<file path="src/rtl/cu_pkg.sv">
// Shared definitions for the pipelined control unit: opcode/funct codes, ALU encodings,
// the stage-by-stage control bundle, the multiply FSM states and the decode helpers.
package cu_pkg;

    localparam logic [5:0] OP_RTYPE = 6'h00;
    localparam logic [5:0] OP_J     = 6'h02;
    localparam logic [5:0] OP_JAL   = 6'h03;
    localparam logic [5:0] OP_BEQ   = 6'h04;
    localparam logic [5:0] OP_BNE   = 6'h05;
    localparam logic [5:0] OP_ADDI  = 6'h08;
    localparam logic [5:0] OP_SLTI  = 6'h0A;
    localparam logic [5:0] OP_ANDI  = 6'h0C;
    localparam logic [5:0] OP_ORI   = 6'h0D;
    localparam logic [5:0] OP_LW    = 6'h23;
    localparam logic [5:0] OP_SW    = 6'h2B;

    localparam logic [5:0] FN_MFHI  = 6'h10;
    localparam logic [5:0] FN_MFLO  = 6'h12;
    localparam logic [5:0] FN_MULT  = 6'h18;
    localparam logic [5:0] FN_ADD   = 6'h20;
    localparam logic [5:0] FN_SUB   = 6'h22;
    localparam logic [5:0] FN_AND   = 6'h24;
    localparam logic [5:0] FN_OR    = 6'h25;
    localparam logic [5:0] FN_SLT   = 6'h2A;

    typedef enum logic [3:0] {
        ALU_AND = 4'b0000,
        ALU_OR  = 4'b0001,
        ALU_ADD = 4'b0010,
        ALU_SUB = 4'b0110,
        ALU_SLT = 4'b0111
    } alu_op_e;

    typedef enum logic {
        MUL_IDLE = 1'b0,
        MUL_BUSY = 1'b1
    } mul_state_e;

    // Bundles nest so each pipeline register simply forwards the next stage's slice.
    typedef struct packed {
        logic mem_to_reg;
        logic reg_write;
        logic hilo_sel;
    } w_ctrl_t;

    typedef struct packed {
        logic    mem_write;
        w_ctrl_t w;
    } m_ctrl_t;

    typedef struct packed {
        alu_op_e alu_ctrl;
        logic    alu_src;
        logic    reg_dst;
        logic    link;
        logic    imm_zero_ext;
        logic    mul_start;
        m_ctrl_t m;
    } ctrl_t;

    function automatic ctrl_t decode(input logic [5:0] op, input logic [5:0] funct);
        ctrl_t c;
        c = '0;
        case (op)
            OP_RTYPE: begin
                case (funct)
                    FN_ADD:  begin c.reg_dst = 1'b1; c.m.w.reg_write = 1'b1; c.alu_ctrl = ALU_ADD; end
                    FN_SUB:  begin c.reg_dst = 1'b1; c.m.w.reg_write = 1'b1; c.alu_ctrl = ALU_SUB; end
                    FN_AND:  begin c.reg_dst = 1'b1; c.m.w.reg_write = 1'b1; c.alu_ctrl = ALU_AND; end
                    FN_OR:   begin c.reg_dst = 1'b1; c.m.w.reg_write = 1'b1; c.alu_ctrl = ALU_OR;  end
                    FN_SLT:  begin c.reg_dst = 1'b1; c.m.w.reg_write = 1'b1; c.alu_ctrl = ALU_SLT; end
                    FN_MULT: c.mul_start = 1'b1;
                    FN_MFHI: begin c.reg_dst = 1'b1; c.m.w.reg_write = 1'b1; c.m.w.hilo_sel = 1'b1; end
                    FN_MFLO: begin c.reg_dst = 1'b1; c.m.w.reg_write = 1'b1; end
                    default: c = '0;
                endcase
            end
            OP_ADDI: begin c.alu_src = 1'b1; c.m.w.reg_write = 1'b1; c.alu_ctrl = ALU_ADD; end
            OP_ANDI: begin
                c.alu_src = 1'b1; c.imm_zero_ext = 1'b1; c.m.w.reg_write = 1'b1; c.alu_ctrl = ALU_AND;
            end
            OP_ORI: begin
                c.alu_src = 1'b1; c.imm_zero_ext = 1'b1; c.m.w.reg_write = 1'b1; c.alu_ctrl = ALU_OR;
            end
            OP_SLTI: begin c.alu_src = 1'b1; c.m.w.reg_write = 1'b1; c.alu_ctrl = ALU_SLT; end
            OP_LW: begin
                c.alu_src = 1'b1; c.m.w.mem_to_reg = 1'b1; c.m.w.reg_write = 1'b1; c.alu_ctrl = ALU_ADD;
            end
            OP_SW:   begin c.alu_src = 1'b1; c.m.mem_write = 1'b1; c.alu_ctrl = ALU_ADD; end
            OP_BEQ, OP_BNE: c.alu_ctrl = ALU_SUB;
            OP_JAL:  begin c.link = 1'b1; c.m.w.reg_write = 1'b1; end
            default: c = '0;
        endcase
        return c;
    endfunction

    // Instructions that touch HI/LO and must wait for the multiplier.
    function automatic logic is_mul_op(input logic [5:0] op, input logic [5:0] funct);
        return (op == OP_RTYPE) && ((funct == FN_MULT) || (funct == FN_MFHI) || (funct == FN_MFLO));
    endfunction

endpackage

</file>
<file path="src/rtl/pipelined_control_unit_mul_seq.sv">
// Multiply sequencer: tracks multiplier occupancy after a MULT starts in E and
// raises the HI/LO interlock for MULT/MFHI/MFLO waiting in D.
module mul_seq_fsm
    import cu_pkg::*;
#(
    parameter int MUL_LATENCY = 4
) (
    input  logic clk,
    input  logic rst,
    input  logic mul_start_e,
    input  logic mul_op_d,
    output logic mul_busy,
    output logic stall_mul_d
);

    localparam logic [3:0] CNT_INIT = 4'(MUL_LATENCY - 1);

    mul_state_e state_q, state_d;
    logic [3:0] cnt_q, cnt_d;

    always_comb begin
        state_d = state_q;
        cnt_d   = cnt_q;
        case (state_q)
            MUL_IDLE: begin
                if (mul_start_e) begin
                    state_d = MUL_BUSY;
                    cnt_d   = CNT_INIT;
                end
            end
            MUL_BUSY: begin
                // Leaving on cnt==0 gives exactly MUL_LATENCY busy cycles.
                if (cnt_q == 4'd0) begin
                    state_d = MUL_IDLE;
                end else begin
                    cnt_d = cnt_q - 4'd1;
                end
            end
            default: state_d = MUL_IDLE;
        endcase
    end

    always_ff @(posedge clk or posedge rst) begin
        if (rst) begin
            state_q <= MUL_IDLE;
            cnt_q   <= 4'd0;
        end else begin
            state_q <= state_d;
            cnt_q   <= cnt_d;
        end
    end

    assign mul_busy    = (state_q == MUL_BUSY);
    // Including mul_start_e closes the one-cycle gap before the FSM registers BUSY.
    assign stall_mul_d = mul_op_d && (mul_busy || mul_start_e) && !rst;

endmodule

</file>
<file path="src/rtl/pipelined_control_unit.sv">
// MIPS 5-stage control unit: D-stage decode/redirect, D/E-E/M-M/W control registers and
// multiply interlock. Optional performance counters are built when CU_PERF_CNT_EN is defined.
module pipelined_control_unit
    import cu_pkg::*;
#(
    parameter int ALU_CTRL_W  = 4,
    parameter int MUL_LATENCY = 4,
    parameter int CNT_W       = 32
) (
    input  logic                  clk,
    input  logic                  rst,
    input  logic [5:0]            OpCode,
    input  logic [5:0]            Funct,
    input  logic                  EqualD,
    input  logic                  FlushE,
    input  logic                  StallD,
    output logic                  PCSrcD,
    output logic                  jumpD,
    output logic                  clearD,
    output logic                  StallMulD,
    output logic [ALU_CTRL_W-1:0] ALUControlE,
    output logic                  ALUSrcE,
    output logic                  RegDstE,
    output logic                  LinkE,
    output logic                  ImmZeroExtE,
    output logic                  MulStartE,
    output logic                  MemWriteM,
    output logic                  MemtoRegM,
    output logic                  RegWriteM,
    output logic                  MemtoRegW,
    output logic                  RegWriteW,
    output logic                  HiLoSelW,
    output logic                  MulBusy,
    output logic [CNT_W-1:0]      BrTakenCnt,
    output logic [CNT_W-1:0]      MulStallCnt
);

    ctrl_t   dec_d;
    ctrl_t   de_d, de_q;
    m_ctrl_t em_d, em_q;
    w_ctrl_t mw_d, mw_q;

    logic branch_taken_d;
    logic jump_dec_d;
    logic redirect_en;
    logic mul_op_d;
    logic mul_start_e;

    always_comb begin
        dec_d          = decode(OpCode, Funct);
        mul_op_d       = is_mul_op(OpCode, Funct);
        jump_dec_d     = (OpCode == OP_J) || (OpCode == OP_JAL);
        branch_taken_d = ((OpCode == OP_BEQ) && EqualD) || ((OpCode == OP_BNE) && !EqualD);
        // A held D instruction must not redirect; reset also silences it asynchronously.
        redirect_en    = !StallD && !rst;
    end

    assign PCSrcD = branch_taken_d && redirect_en;
    assign jumpD  = jump_dec_d && redirect_en;
    assign clearD = PCSrcD || jumpD;

    always_comb begin
        // NOTE: every always_comb output gets a default first so no path can infer a latch.
        de_d = dec_d;
        if (FlushE || StallD) begin
            de_d = '0;
        end
        em_d = de_q.m;
        mw_d = em_q.w;
    end

    // NOTE: state updates use non-blocking assignments so all stages shift on the same edge.
    always_ff @(posedge clk or posedge rst) begin
        if (rst) begin
            de_q <= '0;
            em_q <= '0;
            mw_q <= '0;
        end else begin
            de_q <= de_d;
            em_q <= em_d;
            mw_q <= mw_d;
        end
    end

    // A MULT sitting in E while FlushE is high becomes a bubble and never starts.
    assign mul_start_e = de_q.mul_start && !FlushE;

    mul_seq_fsm #(
        .MUL_LATENCY (MUL_LATENCY)
    ) u_mul_seq (
        .clk         (clk),
        .rst         (rst),
        .mul_start_e (mul_start_e),
        .mul_op_d    (mul_op_d),
        .mul_busy    (MulBusy),
        .stall_mul_d (StallMulD)
    );

    assign ALUControlE = ALU_CTRL_W'(de_q.alu_ctrl);
    assign ALUSrcE     = de_q.alu_src;
    assign RegDstE     = de_q.reg_dst;
    assign LinkE       = de_q.link;
    assign ImmZeroExtE = de_q.imm_zero_ext;
    assign MulStartE   = mul_start_e;
    assign MemWriteM   = em_q.mem_write;
    assign MemtoRegM   = em_q.w.mem_to_reg;
    assign RegWriteM   = em_q.w.reg_write;
    assign MemtoRegW   = mw_q.mem_to_reg;
    assign RegWriteW   = mw_q.reg_write;
    assign HiLoSelW    = mw_q.hilo_sel;

`ifdef CU_PERF_CNT_EN
    logic [CNT_W-1:0] br_cnt_q, br_cnt_d;
    logic [CNT_W-1:0] mul_cnt_q, mul_cnt_d;

    always_comb begin
        br_cnt_d  = br_cnt_q;
        mul_cnt_d = mul_cnt_q;
        if (PCSrcD && !(&br_cnt_q)) begin
            br_cnt_d = br_cnt_q + CNT_W'(1);
        end
        if (StallMulD && !(&mul_cnt_q)) begin
            mul_cnt_d = mul_cnt_q + CNT_W'(1);
        end
    end

    always_ff @(posedge clk or posedge rst) begin
        if (rst) begin
            br_cnt_q  <= '0;
            mul_cnt_q <= '0;
        end else begin
            br_cnt_q  <= br_cnt_d;
            mul_cnt_q <= mul_cnt_d;
        end
    end

    assign BrTakenCnt  = br_cnt_q;
    assign MulStallCnt = mul_cnt_q;
`else
    assign BrTakenCnt  = '0;
    assign MulStallCnt = '0;
`endif

endmodule

</file>
<file path="config.mk">
export PLATFORM = sky130hd
export DESIGN_NAME = pipelined_control_unit
export DESIGN_NICKNAME = d
export VERILOG_FILES = /design/src/rtl/cu_pkg.sv /design/src/rtl/pipelined_control_unit_mul_seq.sv /design/src/rtl/pipelined_control_unit.sv
export SDC_FILE = /design/constraint.sdc
export NUM_CORES = 1
export LEC_CHECK = 0
export CAP_MARGIN = 15
export CORE_ASPECT_RATIO = 1.25
export CORE_MARGIN = 4
export CORE_UTILIZATION = 25
export DETAILED_ROUTE_END_ITERATION = 10
export DONT_BUFFER_PORTS = 1
export GPL_TIMING_DRIVEN = 0
export PLACE_DENSITY = 0.42
export REMOVE_ABC_BUFFERS = 1
export SYNTH_ARGS = -nofsm -noshare
export SYNTH_HDL_FRONTEND = slang
export SYNTH_SLANG_ARGS = --single-unit
</file>
<file path="constraint.sdc">
create_clock -name clk -period 3.3 [get_ports clk]
set_input_delay 0.495 -clock clk [delete_from_list [all_inputs] [get_ports clk]]
set_output_delay 0.495 -clock clk [all_outputs]
set_load 0.01 [all_outputs]
</file>
==> Yosys cells after proc, flatten, opt, wreduce, memory -nomap -nowiden <==
Cells that the tools add are included.
{ "totals": {"ff_bits": 25, "in_bits": 17, "wordCells": 91} }
{ "op_classes": {"add_sub_neg": 1, "eq_ne": 20, "mux": 21, "bitwise_logic": 1, "reduce_logical": 29} }
{ "op_table": {"columns": ["operator", "n"], "rows": [
  ["$eq A6 B6 Y1 const B", 7],
  ["$eq A6 B4 Y1 const B", 4],
  ["$pmux W4 S5", 1],
  ["$eq A6 B5 Y1 const B", 3],
  ["$mux W1", 13],
  ["$mux W13", 1],
  ["$eq A6 B2 Y1 const B", 2],
  ["$eq A6 B3 Y1 const B", 2],
  ["$pmux W3 S4", 1],
  ["$reduce_or A6 Y1", 2],
  ["$logic_and A1 B1 Y1", 9],
  ["$mux W4", 2],
  ["$pmux W4 S2", 1],
  ["$logic_or A1 B1 Y1", 7],
  ["$reduce_or A7 Y1", 1],
  ["$logic_not A6 Y1", 1],
  ["$logic_not A1 Y1", 4],
  ["$logic_not A4 Y1", 1],
  ["$pmux W1 S2", 2],
  ["$reduce_or A2 Y1", 2],
  ["$sub A4 B1 Y4 const B", 1],
  ["$reduce_or A3 Y1", 1],
  ["$ne A2 B1 Y1 const B", 1],
  ["$ne A2 B2 Y1 const B", 1],
  ["2 further kinds", 2]
]} }

==> Longest topological paths before layout <==
Gate-level depths: netlist (run 1).
{ "logic_depth": {"ltp_word": 6, "mapped_depth": 6} }

==> Cells and area by module <==
From an unflattened synthesis (run 1), not the netlist that was laid out.
{ "hier_totals": {"hier_cells": 182, "hier_area_um2": 1685.4} }
{ "by_module_without_submodules": {"columns": ["module", "instances", "cells_each", "area_each_um2", "seq_area_each_um2"], "rows": [
  ["pipelined_control_unit", 1, 157, 1421.4, 475.5],
  ["mul_seq_fsm", 1, 25, 264.0, 125.1]
]} }

==> Worst setup path before layout (run 1) <==
No wires, ideal clock.
{ "synth_path": {"path_type": "input to output", "start": "input OpCode[3]", "end": "output StallMulD", "arrival_ps": 2097, "required_ps": 2805, "path_slack_ps": 708, "cell_stages": 3, "path_buffers": 0, "cell_sequence": "or4_1 or4b_1 a2111oi_0"} }
{ "synth_between": {"elab_chain_len": 4} }
{ "synth_rtl": {"columns": ["item", "line_no", "rtl"], "rows": [
  ["start, declared", "pipelined_control_unit.sv:12", "input logic [5:0] OpCode,"],
  ["$logic_not A6 Y1", "cu_pkg.sv:99", "return (op == OP_RTYPE) && ((funct == FN_MULT) || (funct == FN_MFHI) || (funct == FN_MFLO));"],
  ["$logic_and A1 B1 Y1", "cu_pkg.sv:99", null],
  ["$logic_and A1 B1 Y1 (2 in a row)", "pipelined_control_unit_mul_seq.sv:55", "assign stall_mul_d = mul_op_d && (mul_busy || mul_start_e) && !rst;"],
  ["end, declared", "pipelined_control_unit.sv:20", "output logic StallMulD,"]
]} }
Every way passes these cells.

==> Final worst setup path (run 1) <==
Same ends and word-level chain as after synthesis.

==> results of run 1 <==
how the worst max path moves through the flow:
stage,start,end,cells after the start
final,OpCode[3],StallMulD,3
after floorplan,OpCode[3],StallMulD,3
after detailed placement,OpCode[3],StallMulD,3
after CTS,OpCode[3],StallMulD,3
after global routing,OpCode[3],StallMulD,3
after global placement,OpCode[3],StallMulD,3
synth_stat cells, types with 3 or more instances:
cell type,count
buf_4,68
dfrtp_1,24
nor2_1,16
nand2_1,9
nor3_1,7
inv_1,6
nand2b_1,5
a21oi_1,4
clkbuf_1,4
o21ai_0,4
a32oi_1,3
nor2b_1,3
nor4_1,3
or2_2,3
worst max-delay path, stage by stage:
cell and delay [ps]:
or4_1 530, or4b_1 500, a2111oi_0 840
power groups by stage:
| stage | Combinational [W] | Sequential, W | Clock (W) |
|---|---|---|---|
| after global placement | 0.0000720 | 0.000307 | 0 |
| final | 0.0000737 | 0.000301 | 0.000196 |
| after global routing | 0.0000839 | 0.000302 | 0.000218 |
| after detailed placement | 0.0000719 | 0.000307 | 0 |
| after CTS | 0.0000720 | 0.000301 | 0.000206 |
| after floorplan | 0.0000648 | 0.000306 | 0 |
registers in the layout, summed over array words and instances (netlist names):
signal              flops
RegWriteW               1
RegDstE                 1
u_mul_seq.mul_busy      1
ALUSrcE                 1
RegWriteM               1
ALUControlE             3
u_mul_seq.cnt_q         4
HiLoSelW                1
MemtoRegW               1
MemtoRegM               1
LinkE                   1
ImmZeroExtE             1
MemWriteM               1
em_q                    1
de_q                    5
stage by stage:
stage / instances / instance area, um^2 / hold WS [ps] / utilization (%)
2_1_floorplan: 180 / 1390 / 331 / -
4_1_cts: 271 / 1550 / 282 / 23.8
6_report: 271 / 1550 / 290 / 23.8
3_3_place_gp: 267 / 1500 / 334 / 22.9
5_1_grt: 271 / 1550 / 275 / 23.8
3_5_place_dp: 267 / 1500 / 336 / 22.9
area by class of cell:
| class | instances | area, um^2 | area share, % |
|---|---|---|---|
| tap | 87 | 109 | 7.02 |
| inverter | 6 | 22.5 | 1.45 |
| sequential | 24 | 601 | 38.7 |
| clock buffer | 4 | 55.1 | 3.55 |
| multi-input combinational | 150 | 764 | 49.3 |
layer usage:
metal  share of wire, %  vias up  global-route usage (%)
met5                  0        -                       0
met4                1.2        0                    3.90
met3                 14        2                    3.17
met2                 46       72                    12.9
met1                 38      471                    10.0
li1                   -      495                       -
cell families (layout without fill, tap and decap cells):
| group | after synthesis | count (layout) |
|---|---|---|
| AOI/OAI and AO/OA | 22 | 22 |
| DFF | 24 | 24 |
| xor gates and xnor gates | 1 | 1 |
| adders and majority gates | 1 | 1 |
| muxes | 2 | 2 |
| and+or+nand+nor | 59 | 59 |
| buffers and inverters | 79 | 10 |
| other | 1 | 65 |
==> run_results.csv, run 1 <==
group,metric,value,unit
run_status,outcome,"finished, final reports clean",
cts,cts-root-buf,"clkbuf_8",
route,ant_nets,0,
synth,ys_ff_latch,24,
critical_path,worstSetupPathType,"in -> out",
layout,final_common_cell,"conb_1",
synth,synth_area_per_cell,8.88,um^2
power_and_ir_drop,p_switching,0.000150,W
global_routing,grt_pass1_wl,5110,um
route,wl_per_cell,12.7,um
sta,layout_setup_ws,438,ps
power_and_ir_drop,fin_total_pwr,0.000571,W
cts,ctsHoldBuffers,0,
layout,drive_gt1_share,4.89,%
synth,synth_cell_types,39,
power_and_ir_drop,ir_drop,0.102,mV
cts,cts_tree,"built",
place,post-place-ws,395,ps
sta,setup_viol,0,
critical_path,arrival,2370,ps
synth,yosys_warnings,0,
sta,maxSlewHeadroom,28.6,%
global_routing,grt_max_degree,25,
route,wirelength,3440,um
cts,cts_buffers,3,
critical_path,reg2reg_setup_slack,1820,ps
cts,clock_latency,260,ps
layout,insertedDiodeCount,0,
critical_path,rr_startpoint,"u_mul_seq.cnt_q[0]",
global_routing,grt_overflow,0,
sta,setup-tns-final,0,ps
critical_path,path_max_fanout,13,
synth,async_flop_share,100,%
critical_path,reg2reg_to,"u_mul_seq.cnt_q[1]",
power_and_ir_drop,p_seq_share,52.8,%
floorplanning,coreArea,6520,um^2
place,io_buffers,0,
synth,synthSimpleGateAreaFrac,19.2,%
sta,hold_viol_final,0,
synth,synth_top_area_share,35.8,%
layout,fin_nets,203,
cts,clk_pin_slew,80,ps
floorplanning,die_h,99.6,um
synth,synth_area,1680,um^2
sta,rsz0062_at_grt,"no",
floorplanning,ios,101,
worst_hold_path,worst_hold_path_type,"in -> reg",
cts,cts_setup_buffers,0,
floorplanning,die_x,81.3,um
synth,ys_seq_area_share,35.8,%
power_and_ir_drop,p_sw_share,26.2,%
sta,drv_slew,0,
sta,post-route-period-util,86.7,%
sta,finClkSkew,0.882,ps
floorplanning,start_util,25.7,%
route,routed_via_density,3.84,
power_and_ir_drop,p_per_area,368,nW/um^2
floorplanning,rows,33,
critical_path,required,2800,ps
flow_run,drv_cap,0,
power_and_ir_drop,p_int,0.000421,W
layout,area_growth,-7.53,%
synth,synth_xor_xnor_area_share,0.522,%
worst_hold_path,hold_path_end,"LinkE",
sta,tightest_slew,1040,ps
synth,synth_top_family_by_area,"buffers and inverters",
synth,synthFlopType,"dfrtp_1",
synth,yosys.area_share.adder,0.746,%
layout,nFillCells,764,
sta,fin_crit,2860,ps
power_and_ir_drop,pwr-share-comb,12.9,%
power_and_ir_drop,p_clk_share,34.3,%
synth,synth_edf_count,0,
critical_path,start_kind,"input pin",
global_routing,grt_pass1_vias,1004,
place,dp_hpwl,2690,um
synth,synth_compound_gate_area_share,9.25,%
cts,cts_resized,0,
sta,timing.fmax,349,MHz
synth,yosysTopAreaCell,"dfrtp_1",
cts,h-tree-depth,1,
critical_path,ff2ff_path_depth,5,
route,num_vias,1040,
route,first_iter_violations,43,
worst_hold_path,holdPathStages,1,
synth,synthCells,189,
power_and_ir_drop,power.leakage,0.740,nW
global_routing,grt_usage,8.32,%
global_routing,grt_antenna_before_repair,0,
place,gp_congestion,0.717,
cts,clockBufferDepth,2,
route,drt-pass1-iter-count,4,
synth,ys_top_cells_by_area,"dfrtp_1 36%, buf_4 30%, nor2_1 3.6%",
critical_path,end_kind,"output port",
cts,cts_num_sinks,24,
route,drc,0,
worst_hold_path,hp-start,"OpCode[5]",
floorplanning,dieArea,8090,um^2
synth,synthMuxAreaShare,1.27,%
layout,layout_common_cells,"65 x conb_1, 24 x dfrtp_1, 16 x nor2_1",
Power figures use the tool's default switching activity.
==> run 2: changes to the inputs <==
--- a/config.mk
+++ b/config.mk
@@ -14,6 +14,7 @@
 export GPL_TIMING_DRIVEN = 0
 export PLACE_DENSITY = 0.42
 export REMOVE_ABC_BUFFERS = 1
+export SKIP_LAST_GASP = 1
 export SYNTH_ARGS = -nofsm -noshare
 export SYNTH_HDL_FRONTEND = slang
 export SYNTH_SLANG_ARGS = --single-unit
==> results of run 2 <==
Same layout as run 1: the final DEF is identical, and so are final timing and power.
